===== src/rtl/hr_pkg.sv =====
// Shared definitions for the beat-rate meter.
//   hr_state_t  : tracking FSM states
//   BPM_MAX     : saturation value of the 8-bit heart_rate output
//   DIV_W       : width of the sequential divider datapath
//   log2_depth  : elaboration-time log2 of the (power-of-two) averaging depth
package hr_pkg;

  typedef enum logic [1:0] {
    S_WAIT_FIRST = 2'd0,
    S_TRACK      = 2'd1,
    S_DIV        = 2'd2
  } hr_state_t;

  localparam int BPM_MAX = 255;
  localparam int DIV_W   = 32;

  // Exact log2 for a power-of-two depth.
  function automatic int log2_depth(input int depth);
    int r;
    r = 0;
    for (int k = 1; k < 31; k++) begin
      if ((32'sd1 <<< k) <= depth) begin
        r = k;
      end else begin
        r = r;
      end
    end
    return r;
  endfunction

endpackage


===== src/rtl/seq_divider.sv =====
// Restoring unsigned divider, one quotient bit per clock.
// One cycle loads the operands, DIV_W cycles iterate, then done pulses for
// one cycle while quotient holds the result.
// Ports:
//   clk, reset : clock, asynchronous active-high reset
//   clear      : synchronous abort of any division in progress
//   start      : load dividend/divisor and begin (ignored while busy)
//   dividend   : numerator
//   divisor    : denominator (caller guarantees non-zero)
//   busy       : iteration in progress
//   done       : 1-cycle pulse, quotient valid
//   quotient   : result, held until the next start
module seq_divider
  import hr_pkg::*;
(
  input  logic             clk,
  input  logic             reset,
  input  logic             clear,
  input  logic             start,
  input  logic [DIV_W-1:0] dividend,
  input  logic [DIV_W-1:0] divisor,
  output logic             busy,
  output logic             done,
  output logic [DIV_W-1:0] quotient
);

  localparam int ITER_W = $clog2(DIV_W);
  localparam logic [ITER_W-1:0] ITER_LAST = ITER_W'(DIV_W - 1);

  logic [DIV_W-1:0]  rem_r;
  logic [DIV_W-1:0]  quo_r;
  logic [DIV_W-1:0]  dvs_r;
  logic [ITER_W-1:0] iter_r;
  logic              busy_r;
  logic              done_r;
  logic [DIV_W:0]    rem_shift_s;
  logic [DIV_W:0]    diff_s;
  logic              ge_s;

  // Partial remainder shifted left with the next dividend bit; the
  // remainder stays below the divisor so DIV_W+1 bits never overflow.
  assign rem_shift_s = {rem_r, quo_r[DIV_W-1]};
  assign diff_s      = rem_shift_s - {1'b0, dvs_r};
  assign ge_s        = (rem_shift_s >= {1'b0, dvs_r});

  // Load, iterate and signal completion.
  always_ff @(posedge clk or posedge reset) begin
    if (reset) begin
      rem_r  <= '0;
      quo_r  <= '0;
      dvs_r  <= '0;
      iter_r <= '0;
      busy_r <= 1'b0;
      done_r <= 1'b0;
    end else if (clear) begin
      iter_r <= '0;
      busy_r <= 1'b0;
      done_r <= 1'b0;
    end else if (start && !busy_r) begin
      rem_r  <= '0;
      quo_r  <= dividend;
      dvs_r  <= divisor;
      iter_r <= '0;
      busy_r <= 1'b1;
      done_r <= 1'b0;
    end else if (busy_r) begin
      quo_r  <= {quo_r[DIV_W-2:0], ge_s};
      rem_r  <= ge_s ? diff_s[DIV_W-1:0] : rem_shift_s[DIV_W-1:0];
      iter_r <= iter_r + ITER_W'(1);
      if (iter_r == ITER_LAST) begin
        busy_r <= 1'b0;
        done_r <= 1'b1;
      end else begin
        busy_r <= 1'b1;
        done_r <= 1'b0;
      end
    end else begin
      done_r <= 1'b0;
    end
  end

  assign busy     = busy_r;
  assign done     = done_r;
  assign quotient = quo_r;

endmodule


===== src/rtl/beat_rate_meter.sv =====
// Heart-rate meter fed by the peak detector's foundPeak level.
// Measures the cycle count between accepted peak edges (with a refractory
// window), averages the last AVG_DEPTH intervals and divides 60*CLK_HZ by
// the average to obtain beats per minute.
// Ports:
//   clk         : system clock
//   reset       : asynchronous active-high reset
//   peak_in     : foundPeak level; only its rising edge matters
//   heart_rate  : BPM, saturated at 255
//   rate_valid  : heart_rate comes from a full history
//   rate_update : 1-cycle pulse when heart_rate is rewritten
//   beat_pulse  : 1-cycle pulse per accepted beat
//   timeout     : 1-cycle pulse when MAX_INTERVAL elapses without a beat
// Optional build macro OUTLIER_REJECT_EN: with a full history, intervals
// outside avg +/- avg/4 are not pushed; two in a row flush the history.
module beat_rate_meter
  import hr_pkg::*;
#(
  parameter int CLK_HZ       = 40_000_000,
  parameter int MIN_INTERVAL = 10_000_000,
  parameter int MAX_INTERVAL = 80_000_000,
  parameter int AVG_DEPTH    = 4
) (
  input  logic       clk,
  input  logic       reset,
  input  logic       peak_in,
  output logic [7:0] heart_rate,
  output logic       rate_valid,
  output logic       rate_update,
  output logic       beat_pulse,
  output logic       timeout
);

  localparam int CNT_W  = $clog2(MAX_INTERVAL + 1);
  localparam int AVG_L  = log2_depth(AVG_DEPTH);
  localparam int SUM_W  = CNT_W + AVG_L;
  localparam int FILL_W = AVG_L + 1;
  localparam int PTR_W  = AVG_L;

  localparam logic [CNT_W-1:0]  MIN_CNT   = CNT_W'(MIN_INTERVAL);
  localparam logic [CNT_W-1:0]  MAX_CNT   = CNT_W'(MAX_INTERVAL);
  localparam logic [FILL_W-1:0] FILL_FULL = FILL_W'(AVG_DEPTH);
  localparam logic [FILL_W-1:0] FILL_LAST = FILL_W'(AVG_DEPTH - 1);
  localparam logic [DIV_W-1:0]  DIVIDEND  = DIV_W'(64'd60 * 64'(CLK_HZ));
  localparam logic [DIV_W-1:0]  BPM_CAP   = DIV_W'(BPM_MAX);

  hr_state_t         state_r;
  hr_state_t         state_next_s;
  logic              peak_prev_r;
  logic              edge_s;
  logic [CNT_W-1:0]  interval_cnt_r;
  logic              cnt_ok_s;
  logic              cnt_max_s;
  logic [CNT_W-1:0]  hist_r [AVG_DEPTH];
  logic [PTR_W-1:0]  wr_ptr_r;
  logic [FILL_W-1:0] fill_r;
  logic [SUM_W-1:0]  sum_r;
  logic [CNT_W-1:0]  oldest_s;
  logic [CNT_W-1:0]  avg_s;
  logic              full_s;
  logic              fill_last_s;
  logic              accept_s;
  logic              push_s;
  logic              flush_s;
  logic              timeout_s;
  logic              div_go_s;
  logic              done_write_s;
  logic              keep_s;
  logic              flush_req_s;
  logic              div_start_r;
  logic              div_start_s;
  logic              div_busy_s;
  logic              div_done_s;
  logic [DIV_W-1:0]  div_quo_s;
  logic [DIV_W-1:0]  divisor_s;
  logic [7:0]        rate_clamp_s;

  assign edge_s      = peak_in & ~peak_prev_r;
  assign cnt_ok_s    = (interval_cnt_r >= MIN_CNT);
  assign cnt_max_s   = (interval_cnt_r == MAX_CNT);
  assign full_s      = (fill_r == FILL_FULL);
  assign fill_last_s = (fill_r >= FILL_LAST);
  // Until the ring is full the slot being overwritten holds no interval.
  assign oldest_s    = full_s ? hist_r[wr_ptr_r] : '0;
  assign avg_s       = sum_r[SUM_W-1:AVG_L];
  assign divisor_s   = DIV_W'(avg_s);
  assign rate_clamp_s = (div_quo_s > BPM_CAP) ? 8'(BPM_MAX) : div_quo_s[7:0];
  assign div_start_s = div_start_r & ~div_busy_s;

`ifdef OUTLIER_REJECT_EN
  logic [CNT_W-1:0] quarter_s;
  logic [CNT_W-1:0] lo_s;
  logic [CNT_W:0]   hi_s;
  logic             outlier_s;
  logic             outlier_seen_r;

  assign quarter_s = avg_s >> 2;
  assign lo_s      = avg_s - quarter_s;
  assign hi_s      = {1'b0, avg_s} + {1'b0, quarter_s};
  assign outlier_s = full_s && ((interval_cnt_r < lo_s) || ({1'b0, interval_cnt_r} > hi_s));

  // Outliers are dropped; the second one in a row restarts the history.
  always_comb begin
    keep_s      = 1'b1;
    flush_req_s = 1'b0;
    if (outlier_s) begin
      keep_s      = 1'b0;
      flush_req_s = outlier_seen_r;
    end else begin
      keep_s      = 1'b1;
      flush_req_s = 1'b0;
    end
  end

  // Remembers whether the previous measured interval was an outlier.
  always_ff @(posedge clk or posedge reset) begin
    if (reset) begin
      outlier_seen_r <= 1'b0;
    end else if (timeout_s) begin
      outlier_seen_r <= 1'b0;
    end else if (accept_s && (state_r != S_WAIT_FIRST)) begin
      outlier_seen_r <= outlier_s & ~outlier_seen_r;
    end
  end
`else
  assign keep_s      = 1'b1;
  assign flush_req_s = 1'b0;
`endif

  // FSM state register.
  always_ff @(posedge clk or posedge reset) begin
    if (reset) begin
      state_r <= S_WAIT_FIRST;
    end else begin
      state_r <= state_next_s;
    end
  end

  // Next state and per-cycle control strobes.
  always_comb begin
    state_next_s = state_r;
    accept_s     = 1'b0;
    push_s       = 1'b0;
    flush_s      = 1'b0;
    timeout_s    = 1'b0;
    div_go_s     = 1'b0;
    done_write_s = 1'b0;
    case (state_r)
      S_WAIT_FIRST: begin
        if (edge_s) begin
          accept_s     = 1'b1;
          state_next_s = S_TRACK;
        end else begin
          state_next_s = S_WAIT_FIRST;
        end
      end
      S_TRACK: begin
        // An accepted edge takes priority over a coincident timeout.
        if (edge_s && cnt_ok_s) begin
          accept_s = 1'b1;
          push_s   = keep_s;
          flush_s  = flush_req_s;
          if (keep_s && fill_last_s) begin
            div_go_s     = 1'b1;
            state_next_s = S_DIV;
          end else begin
            state_next_s = S_TRACK;
          end
        end else if (cnt_max_s) begin
          timeout_s    = 1'b1;
          state_next_s = S_WAIT_FIRST;
        end else begin
          state_next_s = S_TRACK;
        end
      end
      S_DIV: begin
        if (edge_s && cnt_ok_s) begin
          accept_s = 1'b1;
          push_s   = keep_s;
          flush_s  = flush_req_s;
        end else begin
          accept_s = 1'b0;
        end
        if (!accept_s && cnt_max_s) begin
          timeout_s    = 1'b1;
          state_next_s = S_WAIT_FIRST;
        end else if (div_done_s) begin
          done_write_s = 1'b1;
          state_next_s = S_TRACK;
        end else begin
          state_next_s = S_DIV;
        end
      end
      default: begin
        state_next_s = S_WAIT_FIRST;
      end
    endcase
  end

  // Edge-detect history and saturating interval counter.
  always_ff @(posedge clk or posedge reset) begin
    if (reset) begin
      peak_prev_r    <= 1'b0;
      interval_cnt_r <= '0;
    end else begin
      peak_prev_r <= peak_in;
      if (accept_s) begin
        interval_cnt_r <= '0;
      end else if (!cnt_max_s) begin
        interval_cnt_r <= interval_cnt_r + CNT_W'(1);
      end
    end
  end

  // Ring buffer of intervals with running sum and fill level.
  always_ff @(posedge clk or posedge reset) begin
    if (reset) begin
      for (int i = 0; i < AVG_DEPTH; i++) begin
        hist_r[i] <= '0;
      end
      wr_ptr_r <= '0;
      fill_r   <= '0;
      sum_r    <= '0;
    end else if (timeout_s) begin
      for (int i = 0; i < AVG_DEPTH; i++) begin
        hist_r[i] <= '0;
      end
      wr_ptr_r <= '0;
      fill_r   <= '0;
      sum_r    <= '0;
    end else if (flush_s) begin
      hist_r[0] <= interval_cnt_r;
      wr_ptr_r  <= PTR_W'(1);
      fill_r    <= FILL_W'(1);
      sum_r     <= SUM_W'(interval_cnt_r);
    end else if (push_s) begin
      hist_r[wr_ptr_r] <= interval_cnt_r;
      wr_ptr_r         <= wr_ptr_r + PTR_W'(1);
      sum_r            <= sum_r + SUM_W'(interval_cnt_r) - SUM_W'(oldest_s);
      fill_r           <= full_s ? fill_r : (fill_r + FILL_W'(1));
    end
  end

  // Divider start is issued the cycle after the push so it sees the new sum.
  always_ff @(posedge clk or posedge reset) begin
    if (reset) begin
      div_start_r <= 1'b0;
    end else begin
      div_start_r <= div_go_s;
    end
  end

  seq_divider u_div (
    .clk      (clk),
    .reset    (reset),
    .clear    (timeout_s),
    .start    (div_start_s),
    .dividend (DIVIDEND),
    .divisor  (divisor_s),
    .busy     (div_busy_s),
    .done     (div_done_s),
    .quotient (div_quo_s)
  );

  // Registered outputs.
  always_ff @(posedge clk or posedge reset) begin
    if (reset) begin
      heart_rate  <= 8'd0;
      rate_valid  <= 1'b0;
      rate_update <= 1'b0;
      beat_pulse  <= 1'b0;
      timeout     <= 1'b0;
    end else begin
      beat_pulse  <= accept_s;
      timeout     <= timeout_s;
      rate_update <= done_write_s;
      if (timeout_s) begin
        heart_rate <= 8'd0;
        rate_valid <= 1'b0;
      end else if (done_write_s) begin
        heart_rate <= rate_clamp_s;
        rate_valid <= 1'b1;
      end
    end
  end

endmodule


===== config.mk =====
export PLATFORM = sky130hd
export DESIGN_NAME = beat_rate_meter
export DESIGN_NICKNAME = d
export VERILOG_FILES = /design/src/rtl/hr_pkg.sv /design/src/rtl/seq_divider.sv /design/src/rtl/beat_rate_meter.sv
export SDC_FILE = /design/constraint.sdc
export NUM_CORES = 1
export LEC_CHECK = 0
export BUFFER_PORTS_ARGS = -buffer_cell sky130_fd_sc_hd__buf_4
export CAP_MARGIN = 20
export CORE_AREA = 2 2 209 190
export DETAILED_ROUTE_END_ITERATION = 12
export DIE_AREA = 0 0 211 192
export SETUP_SLACK_MARGIN = 0.1
export SLEW_MARGIN = 10
export SYNTH_ARGS = -nofsm -noshare
export SYNTH_HDL_FRONTEND = slang
export SYNTH_SLANG_ARGS = --single-unit

===== constraint.sdc =====
create_clock -name clk -period 11.4 [get_ports clk]
set_clock_uncertainty 0.15 [all_clocks]
set_input_delay 1.14 -clock clk [delete_from_list [all_inputs] [get_ports clk]]
set_output_delay 1.14 -clock clk [all_outputs]
set_load 0.02 [all_outputs]

# Word-level counts from Yosys, hierarchy flattened

Index checks and enable logic that the tools add are counted.

Bits in registers: 283

Add/subtract/negate cells: 7
Reductions and logical operators: 15
Bitwise operators: 6
Equal/unequal tests: 7
Order comparisons: 6
Mux-type cells: 61

Operator list:

| cell                                                                                   | count |
|---|---|
| 108-bit 2-to-1 mux                                                                     | 2 |
| 27-bit 2-to-1 mux                                                                      | 6 |
| 32-bit 2-to-1 mux                                                                      | 5 |
| 108-bit bitwise mux                                                                    | 1 |
| 29-bit 2-to-1 mux                                                                      | 2 |
| 27-bit binary-select mux with 2-bit select                                             | 1 |
| 27-bit demux with 2-bit select                                                         | 1 |
| 33-bit by 27-bit greater-or-equal comparator with 1-bit output                         | 1 |
| 32-bit by 8-bit greater-than comparator with 1-bit output (second input constant)      | 1 |
| 32-bit by 27-bit subtractor with 32-bit output                                         | 1 |
| 29-bit by 27-bit adder with 29-bit output                                              | 1 |
| 29-bit by 27-bit subtractor with 29-bit output                                         | 1 |
| 27-bit by 1-bit adder with 27-bit output (second input constant)                       | 1 |
| 27-bit equality test (second input constant)                                           | 1 |
| 27-bit by 24-bit greater-or-equal comparator with 1-bit output (second input constant) | 1 |
| 1-bit 2-to-1 mux                                                                       | 25 |
| 8-bit 2-to-1 mux                                                                       | 3 |
| 5-bit 2-to-1 mux                                                                       | 3 |
| 2-bit 2-to-1 mux                                                                       | 6 |
| 3-bit 2-to-1 mux                                                                       | 3 |
| 2-bit case mux with 3 select lines                                                     | 1 |
| 2-bit AND reduction                                                                    | 3 |
| 2-bit nonzero test                                                                     | 3 |
| 5-bit by 1-bit adder with 5-bit output (second input constant)                         | 1 |
| other kinds (20)                                                                       | 28 |

# Depth between registers and ports, before layout

Depth in word-level cells: 11
Gate-level depth with buffers: 18
Gate-level depth less buffers: 17

# Modules after synthesis

A second synthesis with hierarchy kept.

Cell total of the unflattened synthesis: 1772
Area, all modules: 17322.9 um2

Modules (own cells, without submodules):

| module          | instances | area an instance (um2) | cells an instance |
|---|---|---|---|
| beat_rate_meter | 1         | 11093.1                | 1082 |
| seq_divider     | 1         | 6229.7                 | 690 |

# Least setup slack after synthesis

OpenSTA, ideal clock, no wires.

Kind: reg2reg
Start point: reg wr_ptr_r[0]
End point: reg sum_r[22]
Cell stages (with the launch flop): 16
Path slack: 6.676 ns
Data arrival time: 4.441 ns
Required time: 11.117 ns
Setup time: 0.133 ns
Cells stage by stage: dfrtp_1 buf_1 mux4_2 nor2b_1 fa_1 inv_1 fa_1 a211oi_1 o21ai_0 a31o_2 a2111oi_0 o31ai_1 a21oi_1 o21ai_0 xnor2_1 o21ai_0

Longest elaborated chain between the ends: 8

Ends and longest elaborated chain:

| element                                              | RTL line               | source |
|---|---|---|
| start: declaration                                   | beat_rate_meter.sv:55  | `logic [PTR_W-1:0] wr_ptr_r;` |
| start signal: assignment                             | beat_rate_meter.sv:238 | `wr_ptr_r <= wr_ptr_r + PTR_W'(1);` |
| 2-bit NOT with 3-bit output (implied by the code)    | beat_rate_meter.sv:84  | `assign oldest_s = full_s ? hist_r[wr_ptr_r] : '0;` |
| 27-bit binary-select mux with 2-bit select           | beat_rate_meter.sv:84  |  |
| 27-bit 2-to-1 mux (implied by the code) (2 in a row) | beat_rate_meter.sv:84  |  |
| 27-bit 2-to-1 mux                                    | beat_rate_meter.sv:84  |  |
| 29-bit by 27-bit subtractor with 29-bit output       | beat_rate_meter.sv:239 | `sum_r <= sum_r + SUM_W'(interval_cnt_r) - SUM_W'(oldest_s);` |
| 29-bit 2-to-1 mux                                    | beat_rate_meter.sv:236 | `end else if (push_s) begin` |
| 29-bit 2-to-1 mux                                    | beat_rate_meter.sv:224 | `end else if (timeout_s) begin` |
| end signal: assignment                               | beat_rate_meter.sv:235 | `sum_r <= SUM_W'(interval_cnt_r);` |
| end signal: assignment                               | beat_rate_meter.sv:239 |  |
| end: declaration                                     | beat_rate_meter.sv:57  | `logic [SUM_W-1:0] sum_r;` |

Every way passes these cells. The select of a mux whose other input is x is not followed.
A chain may end at the register's enable or synchronous reset.

# Worst setup path in the final report

Same ends and word-level chain as after synthesis.

==> results_tabular.tex <==
\begin{tabular}{lr}
\hline
Metric & Value \\
\hline
\multicolumn{2}{l}{\textbf{Outcome}} \\
\quad Run status & completed \\
\multicolumn{2}{l}{\textbf{Clock network}} \\
\quad Number of CTS-inserted buffers & 31 \\
\quad Setup fix buffers added after clock tree synthesis & 0 \\
\quad Post-CTS sizing & 0 \\
\quad Max H-tree Level & 1 \\
\quad Buffer depth of the longest clock path & 3 \\
\quad Worst-path clk slew & 0.07 ns \\
\quad CTS tree & done \\
\quad Clk Latency, worst-skew pair & between 0.5 and 0.6 ns \\
\quad Clk sinks & 283 \\
\quad Hold-fix buffers, CTS & 0 \\
\quad Clock root buffer master & clkbuf\_16 \\
\multicolumn{2}{l}{\textbf{Detailed routing}} \\
\quad Initial DRC Count & a little over 1000 \\
\quad Total wirelength of the detailed-routed design & approximately 39000 um \\
\quad Pre-antenna DRT Iters & 5 \\
\quad DRC & 0 \\
\quad Total vias in the final route & 12300 \\
\quad Ratio of routed vias to standard cells & $\sim$5.4 \\
\quad Routed wirelength normalized by instance count & $\sim$17 um \\
\quad Final antenna-violating net count & 0 \\
\multicolumn{2}{l}{\textbf{Finish}} \\
\quad Sequential standard cell area & $\sim$7000 um2 \\
\quad Synth-to-layout area growth & 9.33\% \\
\quad Design area & about 18000 um2 \\
\quad Finished Core Util & 46.6\% \\
\quad Number of standard cells in the final layout excluding fillers & about 2300 \\
\quad \# fillers & between 3000 and 4000 \\
\quad Area of combinational cells with multiple inputs & 8190 um2 \\
\quad Share of cells above drive strength 1 & 8.03\% \\
\quad Final net count & around 1900 \\
\quad Antenna diodes & 0 \\
\multicolumn{2}{l}{\textbf{Pwr}} \\
\quad Leak pwr & about 8.1 nW \\
\quad Clk pwr share & about two fifths \\
\quad Switch Pwr & roughly 730 uW \\
\quad Peak supply drop & 0.104 mV \\
\quad Gate power share & 18.9\% \\
\quad Internal power component & $\sim$1.8 mW \\
\quad Power consumption & about 2.5 mW \\
\quad Share of power burned in registers & around 41\% \\
\quad P per Cell Area & around 140 nW/um2 \\
\quad Fraction of power spent switching nets & 28.7\% \\
\multicolumn{2}{l}{\textbf{STA}} \\
\quad Period Utilization, post-route & between 40\% and 50\% \\
\quad Max Freq & between 150 and 200 MHz \\
\quad Worst slew pin tran & roughly 1.1 ns \\
\quad Setup-violating endpoint count in the final report & 0 \\
\quad Max-slew violation total from the final report & 0 \\
\quad Headroom to the max-slew limit & 24.5\% \\
\quad Total Neg Setup Slack & 0 ns \\
\quad Final hold violations & 0 \\
\quad RSZ-0062 raised after global routing & false \\
\quad Shortest period the worst path allows & 5.34 ns \\
\multicolumn{2}{l}{\textbf{Global routing}} \\
\quad Residual overflow from global routing & 0 \\
\quad Global-route wire length before repair & 65300 um \\
\quad Number of antenna violations at the first check in global routing & 0 \\
\quad Maximum number of pins on one net before global-route repair & 175 \\
\quad Global Route Usage Sum & 19.9\% \\
\quad Via count of the first global-routing pass & around 12000 \\
\multicolumn{2}{l}{\textbf{Synthesis}} \\
\quad Post-synthesis instance area & $\sim$16000 um2 \\
\quad Top cells by area, synth & dfrtp\_1, nand2\_1, ha\_1 \\
\quad Library cell with the largest summed area after synthesis & dfrtp\_1 \\
\quad Commonest cells in the synthesized netlist & nand2\_1, dfrtp\_1, a21oi\_1 \\
\quad Most frequently used flop master after synthesis & dfrtp\_1 \\
\quad Number of distinct library cells after synthesis & between 60 and 70 \\
\quad Post-Synthesis Net Count & 1886 \\
\quad Number of enable-type register cells in the synthesized netlist & 0 \\
\quad Share of the yosys chip area belonging to registers & approximately 43\% \\
\quad Number of synthesized register bits & 283 \\
\quad Warnings from Yosys & 0 \\
\quad Syn Inst Count & approximately 1800 \\
\quad Portion of synthesized cell area occupied by the leading cell type & a little over two fifths \\
\quad Async S/R FF share, synth & 100\% \\
\quad Post-synthesis area per instance & $\sim$9 um2 \\
\quad Most frequently used cell type in the post-synthesis netlist & nand2\_1 \\
\multicolumn{2}{l}{\textbf{Placed design}} \\
\quad Total placed cells including tap cells & roughly 2200 \\
\quad Count of buffers inserted at the top-level ports & 14 \\
\quad Post-detailed-placement cell area & 16800 um2 \\
\quad Detailed Place HPWL & approximately 26000 um \\
\quad Weighted congestion reported at the end of routability-driven placement & $\sim$0.91 \\
\multicolumn{2}{l}{\textbf{Floorplan}} \\
\quad Core Footprint & around 38000 um2 \\
\quad Total die area & between 40000 and 50000 um2 \\
\quad Initial Util & 42.7\% \\
\quad Ports placed on the boundary & 15 \\
\quad Rows & $\sim$70 \\
\quad Overall die width & around 210 um \\
\quad Die height & between 150 and 200 um \\
\multicolumn{2}{l}{\textbf{Critical path}} \\
\quad Worst path max stage delay & approximately 0.74 ns \\
\quad Register-to-register setup slack & about 6.1 ns \\
\quad Required arrival time at the worst endpoint & 11.67 ns \\
\quad Crit path arrival time & about 5.6 ns \\
\quad Critical path capture point type & register \\
\quad Cells traversed along the worst timing path & buf\_4 > mux4\_2 > nor2b\_1 > fa\_1 > inv\_1 > fa\_1 > a211oi\_1 > o21ai\_0 > a31o\_2 > a2111oi\_0 > o31ai\_1 > a21oi\_1 > o21ai\_0 > xnor2\_1 > o21ai\_0 \\
\quad CP delay by family, top & compound AO/OA/AOI/OAI gates \\
\quad Sum of buffers and inverters on the critical path & 2 \\
\quad CP max stage cell & dfrtp\_2 \\
\quad Highest fanout seen on the critical path & 17 \\
\quad Crit-path most repeated cell & o21ai\_0 \\
\quad Critical path class & reg2reg \\
\quad Worst setup SP type & register \\
\multicolumn{2}{l}{\textbf{Worst hold path}} \\
\quad Worst min-delay path class & reg2reg \\
\multicolumn{2}{l}{\textbf{Job}} \\
\quad Number of max-cap violations & 0 \\
\hline
\end{tabular}
## worst min-delay path, cell delays in order, from the launching register on
cell     delay, ns
dfrtp_1       0.34
nand2_1       0.04
o21ai_0       0.07
## layout by cell type, fill, tap and decap left out, types with 10 or more instances in the layout
| cell type | n |
|---|---|
| xor2_1 | 21 |
| a21o_1 | 18 |
| clkinv_2 | 10 |
| and3_1 | 17 |
| mux2i_1 | 16 |
| ha_1 | 71 |
| inv_1 | 164 |
| o21ai_0 | 108 |
| nor4_1 | 13 |
| nand2b_1 | 10 |
| a31oi_1 | 11 |
| mux4_2 | 27 |
| a22oi_1 | 11 |
| a22o_1 | 28 |
| buf_4 | 32 |
| dfrtp_1 | 282 |
| clkbuf_16 | 31 |
| nand2_1 | 352 |
| nor2_1 | 72 |
| nor3_1 | 24 |
| nand3_1 | 22 |
| fa_1 | 28 |
| a21oi_1 | 170 |
| nand4_1 | 15 |
| nor2b_1 | 36 |
| xnor2_1 | 56 |
| o21a_1 | 12 |
## cells by family after synthesis
group,synth area share (%)
AOI/OAI and AO/OA,16.1
xor gates and xnor gates,4.14
adders and majority gates,8.89
buffers and inverters,6.49
DFF,43.5
muxes,4.78
and+or+nand+nor,16.1
## final timing paths
kind                                        startpoint                     endpoint  cells past startpoint
max                            wr_ptr_r[0]$_DFFE_PP0P_        sum_r[22]$_DFFE_PP0P_                     15
min                        u_div.rem_r[31]$_DFFE_PP0P_  u_div.rem_r[31]$_DFFE_PP0P_                      2
max reg2reg                    wr_ptr_r[0]$_DFFE_PP0P_        sum_r[22]$_DFFE_PP0P_                     15
min reg2reg                u_div.rem_r[31]$_DFFE_PP0P_  u_div.rem_r[31]$_DFFE_PP0P_                      2
max in group asynchronous                        reset         u_div.done$_DFF_PP0_                      3
min in group asynchronous                        reset   u_div.rem_r[5]$_DFFE_PP0P_                      2
## final cells by class
cell class	count	share of cell area, %
repair buffers	33	1.46
flip-flops and latches	283	39.8
clock inverters	19	0.976
multi-input cells	1241	46.0
clock buffers	39	4.86
well taps	490	3.44
inverters	166	3.55
## power by group through the flow
stage                     registers, mW  logic, mW  clock network, mW
after floorplan                    1.04      0.401                  0
after global placement             1.06      0.471                  0
after detailed placement           1.06      0.475                  0
after CTS                          1.04      0.478               1.04
after global routing               1.04      0.539               1.08
final                              1.04      0.481               1.02
## sequential cells by signal, summed over array words and instances, names as in the netlist
register        count
hist_r            108
u_div.quotient     32
u_div.rem_r        32
sum_r              29
interval_cnt_r     27
u_div.dvs_r        27
heart_rate          8
u_div.iter_r        5
fill_r              3
state_r             2
wr_ptr_r            2
beat_pulse          1
div_start_r         1
peak_prev_r         1
rate_update         1
rate_valid          1
timeout             1
u_div.busy          1
u_div.done          1
## stage by stage
stage	hold slack, ns	setup slack [ns]
floorplan	0.300	2.30
global placement	0.319	6.07
detailed placement	0.329	6.07
CTS	0.348	6.04
global route	0.363	5.60
finish	0.342	6.06
## routing by layer
metal	vias to the layer above	share of wire, %	track usage, %
met2	260	44	30.6
met4	0	1.6	4.06
met3	50	4.4	2.32
met1	6023	50	30.1
li1	6000	-	-
met5	-	0	0
Power figures use the tool's default switching activity.
